--- src/rtl/brom_pkg.sv ---
// Shared definitions for the block-ROM scan sequencer: FSM state encoding and default bus widths.
package brom_pkg;

  localparam int BROM_ADDR_W = 4;
  localparam int BROM_DATA_W = 4;

  // Down-counter width for the drain phase. RD_LAT is limited to 1..3.
  localparam int BROM_DRAIN_CNT_W = 2;

  typedef enum logic [1:0] {
    S_IDLE  = 2'd0,
    S_ISSUE = 2'd1,
    S_DRAIN = 2'd2,
    S_DONE  = 2'd3
  } brom_state_e;

endpackage

--- src/rtl/brom_lat_pipe.sv ---
// RD_LAT-stage delay line of {valid, index} that tracks each issued ROM address until its data returns.
module brom_lat_pipe #(
  parameter int RD_LAT = 1,
  parameter int IDX_W  = 4
) (
  input  logic             clk,
  input  logic             rst_n,
  input  logic             in_valid,
  input  logic [IDX_W-1:0] in_idx,
  output logic             out_valid,
  output logic [IDX_W-1:0] out_idx
);

  logic [RD_LAT-1:0]            valid_q, valid_d;
  logic [RD_LAT-1:0][IDX_W-1:0] idx_q, idx_d;

  always_comb begin
    valid_d    = valid_q;
    idx_d      = idx_q;
    valid_d[0] = in_valid;
    idx_d[0]   = in_idx;
    for (int i = 1; i < RD_LAT; i++) begin
      valid_d[i] = valid_q[i-1];
      idx_d[i]   = idx_q[i-1];
    end
  end

  always_ff @(posedge clk or negedge rst_n) begin
    if (!rst_n) begin
      valid_q <= '0;
      idx_q   <= '0;
    end else begin
      valid_q <= valid_d;
      idx_q   <= idx_d;
    end
  end

  assign out_valid = valid_q[RD_LAT-1];
  assign out_idx   = idx_q[RD_LAT-1];

endmodule

--- src/rtl/brom_scan_max.sv ---
// Block-ROM scan sequencer: issues every address, absorbs read latency, reduces data to max (and index).
// Optional min tracking is enabled by defining BROM_MIN_TRACK_EN.
//
//   state   | meaning
//   S_IDLE  | waiting for start; result registers hold the previous scan
//   S_ISSUE | rom_en=1, rom_addr steps 0..DEPTH-1
//   S_DRAIN | rom_en=0, RD_LAT cycles for the last word to return
//   S_DONE  | one-cycle done pulse, result is final
module brom_scan_max
  import brom_pkg::*;
#(
  parameter int ADDR_W = BROM_ADDR_W,
  parameter int DATA_W = BROM_DATA_W,
  parameter int DEPTH  = 16,
  parameter int RD_LAT = 1
) (
  input  logic              clk,
  input  logic              rst_n,
  input  logic              start,
  output logic              rom_en,
  output logic [ADDR_W-1:0] rom_addr,
  input  logic [DATA_W-1:0] rom_data,
  output logic              busy,
  output logic              done,
  output logic [DATA_W-1:0] max_val,
  output logic [ADDR_W-1:0] max_idx
`ifdef BROM_MIN_TRACK_EN
  ,
  output logic [DATA_W-1:0] min_val,
  output logic [ADDR_W-1:0] min_idx
`endif
);

  localparam logic [ADDR_W-1:0]           LAST_ADDR  = ADDR_W'(DEPTH - 1);
  localparam logic [BROM_DRAIN_CNT_W-1:0] DRAIN_LOAD = BROM_DRAIN_CNT_W'(RD_LAT - 1);

  brom_state_e                 state_q, state_d;
  logic [ADDR_W-1:0]           rom_addr_q, rom_addr_d;
  logic [BROM_DRAIN_CNT_W-1:0] drain_cnt_q, drain_cnt_d;
  logic                        seen_q, seen_d;
  logic [DATA_W-1:0]           max_val_q, max_val_d;
  logic [ADDR_W-1:0]           max_idx_q, max_idx_d;
`ifdef BROM_MIN_TRACK_EN
  logic [DATA_W-1:0]           min_val_q, min_val_d;
  logic [ADDR_W-1:0]           min_idx_q, min_idx_d;
`endif

  logic              ret_valid;
  logic [ADDR_W-1:0] ret_idx;

  brom_lat_pipe #(
    .RD_LAT (RD_LAT),
    .IDX_W  (ADDR_W)
  ) u_lat_pipe (
    .clk       (clk),
    .rst_n     (rst_n),
    .in_valid  (rom_en),
    .in_idx    (rom_addr_q),
    .out_valid (ret_valid),
    .out_idx   (ret_idx)
  );

  always_comb begin
    state_d     = state_q;
    rom_addr_d  = rom_addr_q;
    drain_cnt_d = drain_cnt_q;
    seen_d      = seen_q;

    unique case (state_q)
      S_IDLE: begin
        if (start) begin
          state_d    = S_ISSUE;
          rom_addr_d = '0;
          seen_d     = 1'b0;
        end
      end
      S_ISSUE: begin
        if (rom_addr_q == LAST_ADDR) begin
          state_d     = S_DRAIN;
          drain_cnt_d = DRAIN_LOAD;
        end else begin
          rom_addr_d = rom_addr_q + 1'b1;
        end
      end
      S_DRAIN: begin
        if (drain_cnt_q == '0) begin
          state_d = S_DONE;
        end else begin
          drain_cnt_d = drain_cnt_q - 1'b1;
        end
      end
      S_DONE: begin
        state_d = S_IDLE;
      end
      default: begin
        state_d = S_IDLE;
      end
    endcase

    if (ret_valid) begin
      seen_d = 1'b1;
    end
  end

  // Result registers keep the previous scan until the first word of the new scan returns.
  always_comb begin
    max_val_d = max_val_q;
    max_idx_d = max_idx_q;
`ifdef BROM_MIN_TRACK_EN
    min_val_d = min_val_q;
    min_idx_d = min_idx_q;
`endif
    if (ret_valid) begin
      if (!seen_q || (rom_data > max_val_q)) begin
        max_val_d = rom_data;
        max_idx_d = ret_idx;
      end
`ifdef BROM_MIN_TRACK_EN
      if (!seen_q || (rom_data < min_val_q)) begin
        min_val_d = rom_data;
        min_idx_d = ret_idx;
      end
`endif
    end
  end

  always_ff @(posedge clk or negedge rst_n) begin
    if (!rst_n) begin
      state_q     <= S_IDLE;
      rom_addr_q  <= '0;
      drain_cnt_q <= '0;
      seen_q      <= 1'b0;
      max_val_q   <= '0;
      max_idx_q   <= '0;
`ifdef BROM_MIN_TRACK_EN
      min_val_q   <= '0;
      min_idx_q   <= '0;
`endif
    end else begin
      state_q     <= state_d;
      rom_addr_q  <= rom_addr_d;
      drain_cnt_q <= drain_cnt_d;
      seen_q      <= seen_d;
      max_val_q   <= max_val_d;
      max_idx_q   <= max_idx_d;
`ifdef BROM_MIN_TRACK_EN
      min_val_q   <= min_val_d;
      min_idx_q   <= min_idx_d;
`endif
    end
  end

  assign rom_en   = (state_q == S_ISSUE);
  assign busy     = (state_q == S_ISSUE) || (state_q == S_DRAIN);
  assign done     = (state_q == S_DONE);
  assign rom_addr = rom_addr_q;
  assign max_val  = max_val_q;
  assign max_idx  = max_idx_q;
`ifdef BROM_MIN_TRACK_EN
  assign min_val  = min_val_q;
  assign min_idx  = min_idx_q;
`endif

endmodule
--- config.mk ---
export PLATFORM = sky130hd
export DESIGN_NAME = brom_scan_max
export DESIGN_NICKNAME = d
export VERILOG_FILES = /design/src/rtl/brom_pkg.sv /design/src/rtl/brom_lat_pipe.sv /design/src/rtl/brom_scan_max.sv
export SDC_FILE = /design/constraint.sdc
export NUM_CORES = 1
export LEC_CHECK = 0
export ABC_AREA = 0
export ABC_CLOCK_PERIOD_IN_PS = 1700
export CAP_MARGIN = 20
export CORE_ASPECT_RATIO = 1.75
export CORE_UTILIZATION = 45
export CTS_CLUSTER_SIZE = 12
export DETAILED_ROUTE_END_ITERATION = 8
export PLACE_DENSITY = 0.71
export SYNTH_ARGS = -nofsm -noshare
export SYNTH_HDL_FRONTEND = slang
export SYNTH_SLANG_ARGS = --single-unit
--- constraint.sdc ---
create_clock -name clk -period 1.7 [get_ports clk]
set_input_delay 0.17 -clock clk [delete_from_list [all_inputs] [get_ports clk]]
set_output_delay 0.17 -clock clk [all_outputs]
set_load 0.03 [all_outputs]
==> reports/results.txt <==
CTS H-tree depth -> 1
Starting Density -> 0.488
VDD IR max -> 1.21 mV
Row count -> 23
Fmax -> 0.595 GHz
Boundary Pins -> 22
Root Driver -> clkbuf_8
Headroom to the max-slew limit -> 0.714
Gp weighted congestion -> 0.720
Post-synth EDFFs -> 0
CTS Sinks -> 22
Worst Path Arrival -> 1830 ps
Vias/cell -> 5.45
FF/Latch Area -> 556 um^2
Setup Skew -> 2.41 ps
Total Routing Usage GR -> 0.184
Total CTS buffers -> 3
Vias in the first global route -> 854
First-pass GRT wire length -> 3440 um
Net count, final -> 153
Port-buffer cells -> 21
Critical path startpoint category -> register
Placed insts -> 154
1st-iter DRT viols -> 10
Multi-input gate area -> 587 um^2
WP data required -> 1850 ps
Power Dens Cells -> 1980 nW/um^2
Post-Syn Instances -> 101
RSZ-0062 raised after global routing -> true
Final setup violation count -> 0
Non-filler instance count after layout -> 159
Avg WL per Cell -> 13.3 um
FF+latch count, synth -> 22
Min Hold Slack -> 248 ps
CP Depth -> 7
Die Ht -> 68.5 um
Top cells by area, synth -> dfrtp_1 (48%), ha_1 (12%), mux2_2 (8.9%)
Leakage power figure -> 0.729 nW
Clock-pin slew on the worst setup and hold paths -> 80 ps
Largest net degree at the start of global routing -> 23
DRC violations left -> 0
Antenna Nets Post-Route -> 0
Share of layout cells above drive strength 1 -> 0.276
Final Max Slew Viols -> 0
Total number of vias -> 866
Main synth FF type -> dfrtp_1
FILL cells -> 169
Initial antenna violation count -> 0
Post-synth top cells -> dfrtp_1 (22), ha_1 (11), nand2_1 (11), inv_1 (10), mux2_2 (9)
Distinct cells, synth -> 27
Worst path bufs/invs -> 2
Clock Latency Late Sink -> 260 ps
Top-count cell post-synth -> dfrtp_1
Diodes inserted -> 0
Delay-heaviest family, CP -> flip-flops
Number of hold buffers added after CTS -> 0
P&R area growth vs syn -> 39.2%
Yosys Warn Count -> 0
Critical Path Max Stage Delay -> 390 ps
Yosys top cell by area -> dfrtp_1
Synthesized net count -> 119
Synthesized cell area -> 1140 um^2
Die width -> 40.0 um
Routed wire length -> 2120 um
Worst R2R Path Depth -> 7
CTS tree -> built
Crit path max fanout -> 8
Gr ovfl total -> 0
Top cell type's share of synthesized area -> 0.484
Number of max-cap violations -> 0
Crit share post-route -> 0.989
Run status -> finished clean
Final Hold Fails -> 0
Crit-path cells -> inv_2 -> ha_4 -> nand2_2 -> o21bai_4 -> a21oi_4 -> buf_12 -> mux2_2
Tightest Pin Transition -> 425 ps
Hold WC Path Type -> in -> async
Clock Tree Buf Depth -> 2
Minimum clock period -> 1680 ps
Crit. End Element -> register
Asr flop ratio synth -> 1.00
Syn Area/Cell -> 11.3 um^2
Full die area -> 2740 um^2
Core Footprint -> 2330 um^2
Crit path max-delay cell type -> dfrtp_2
First-pass DRT Iterations -> 5
Detail Placement HPWL -> 1620 um
CP Class -> reg -> reg
Post-synthesis sequential area ratio -> 0.484
## final cells by class
type / instances / share of cell area
multi-input cells: 67 / 0.371
flip-flops and latches: 22 / 0.351
repair buffers: 31 / 0.190
clock buffers: 3 / 0.0261
inverters: 10 / 0.0237
well taps: 25 / 0.0198
clock inverters: 1 / 0.0190
## flip-flops by register name, indices dropped and copies added, names as in the netlist
name / cells
drain_cnt_q: 2
max_idx: 4
max_val: 4
rom_addr: 4
seen_q: 1
state_q: 2
u_lat_pipe.out_idx: 4
u_lat_pipe.out_valid: 1
## final timing paths
| kind | startpoint | slack, ps | endpoint |
|---|---|---|---|
| max in group asynchronous | rst_n | 1210 | rom_addr[0] |
| worst min register to register | u_lat_pipe.out_valid | 460 | seen_q |
| worst max-delay path | max_val[3] | 20 | max_val[3] |
| min in group clk | u_lat_pipe.out_valid | 460 | seen_q |
| worst min-delay path | rst_n | 250 | max_val[3] |
| worst max register to register | max_val[3] | 20 | max_val[3] |
## metal layers
metal	GRT usage	routed length, um	up-vias
met5	0	0	-
met4	0.103	54	0
met3	0.0192	63	6
met2	0.321	1130	20
met1	0.204	868	415
li1	-	-	425
## cells by family (layout without fill, tap and decap cells)
logic type	after synthesis	count (layout)	share of synthesized area
AOI/OAI and AO/OA	21	21	0.152
adders and majority gates	11	11	0.121
buffers and inverters	12	45	0.0407
DFF	22	22	0.484
muxes	9	9	0.0891
and+or+nand+nor	26	26	0.113
## through the flow
| step | setup slack (ps) | utilization | setup TNS (ps) | total power, mW | instance area (um^2) |
|---|---|---|---|---|---|
| 2_1_floorplan | -33.6 | - | -262 | 1.98 | 1160 |
| 3_3_place_gp | -244 | 0.624 | -1940 | 2.51 | 1460 |
| 3_5_place_dp | -273 | 0.624 | -2130 | 2.56 | 1460 |
| 4_1_cts | -10.2 | 0.656 | -37.8 | 3.04 | 1530 |
| 5_1_grt | -42.6 | 0.679 | -193 | 3.34 | 1580 |
| 6_report | 18.8 | 0.679 | 0 | 3.14 | 1580 |
## repair_timing
item	4_1_cts	5_1_grt
endpoints found under the setup margin	9	9
gates resized for setup	2	8
setup buffers	0	1
pin swaps	1	2
## power by group
part,switching [mW],internal [mW],total (mW)
logic,0.905,0.865,1.77
registers,0.158,0.734,0.891
clock network,0.160,0.314,0.474
## layout by cell type, fill, tap and decap left out, types with 4 or more instances in the layout
cell type	netlist	final
inv_1	10	8
buf_4	0	9
dfrtp_2	0	4
a21oi_1	6	6
ha_1	11	9
nand2_1	11	10
nor3_1	4	4
mux2_2	9	6
clkdlybuf4s50_1	0	18
dfrtp_1	22	18
nand3_1	5	5
## worst register-to-register path: cells and delay by family, from the launching register on
kind / cells / cell delay, ps
and+or+nand+nor: 1 / 50
muxes: 1 / 330
adders and majority gates: 1 / 270
DFF: 1 / 390
buffers and inverters: 2 / 190
AOI/OAI and AO/OA: 2 / 340
Note: power is estimated with default switching activity, not from simulation.
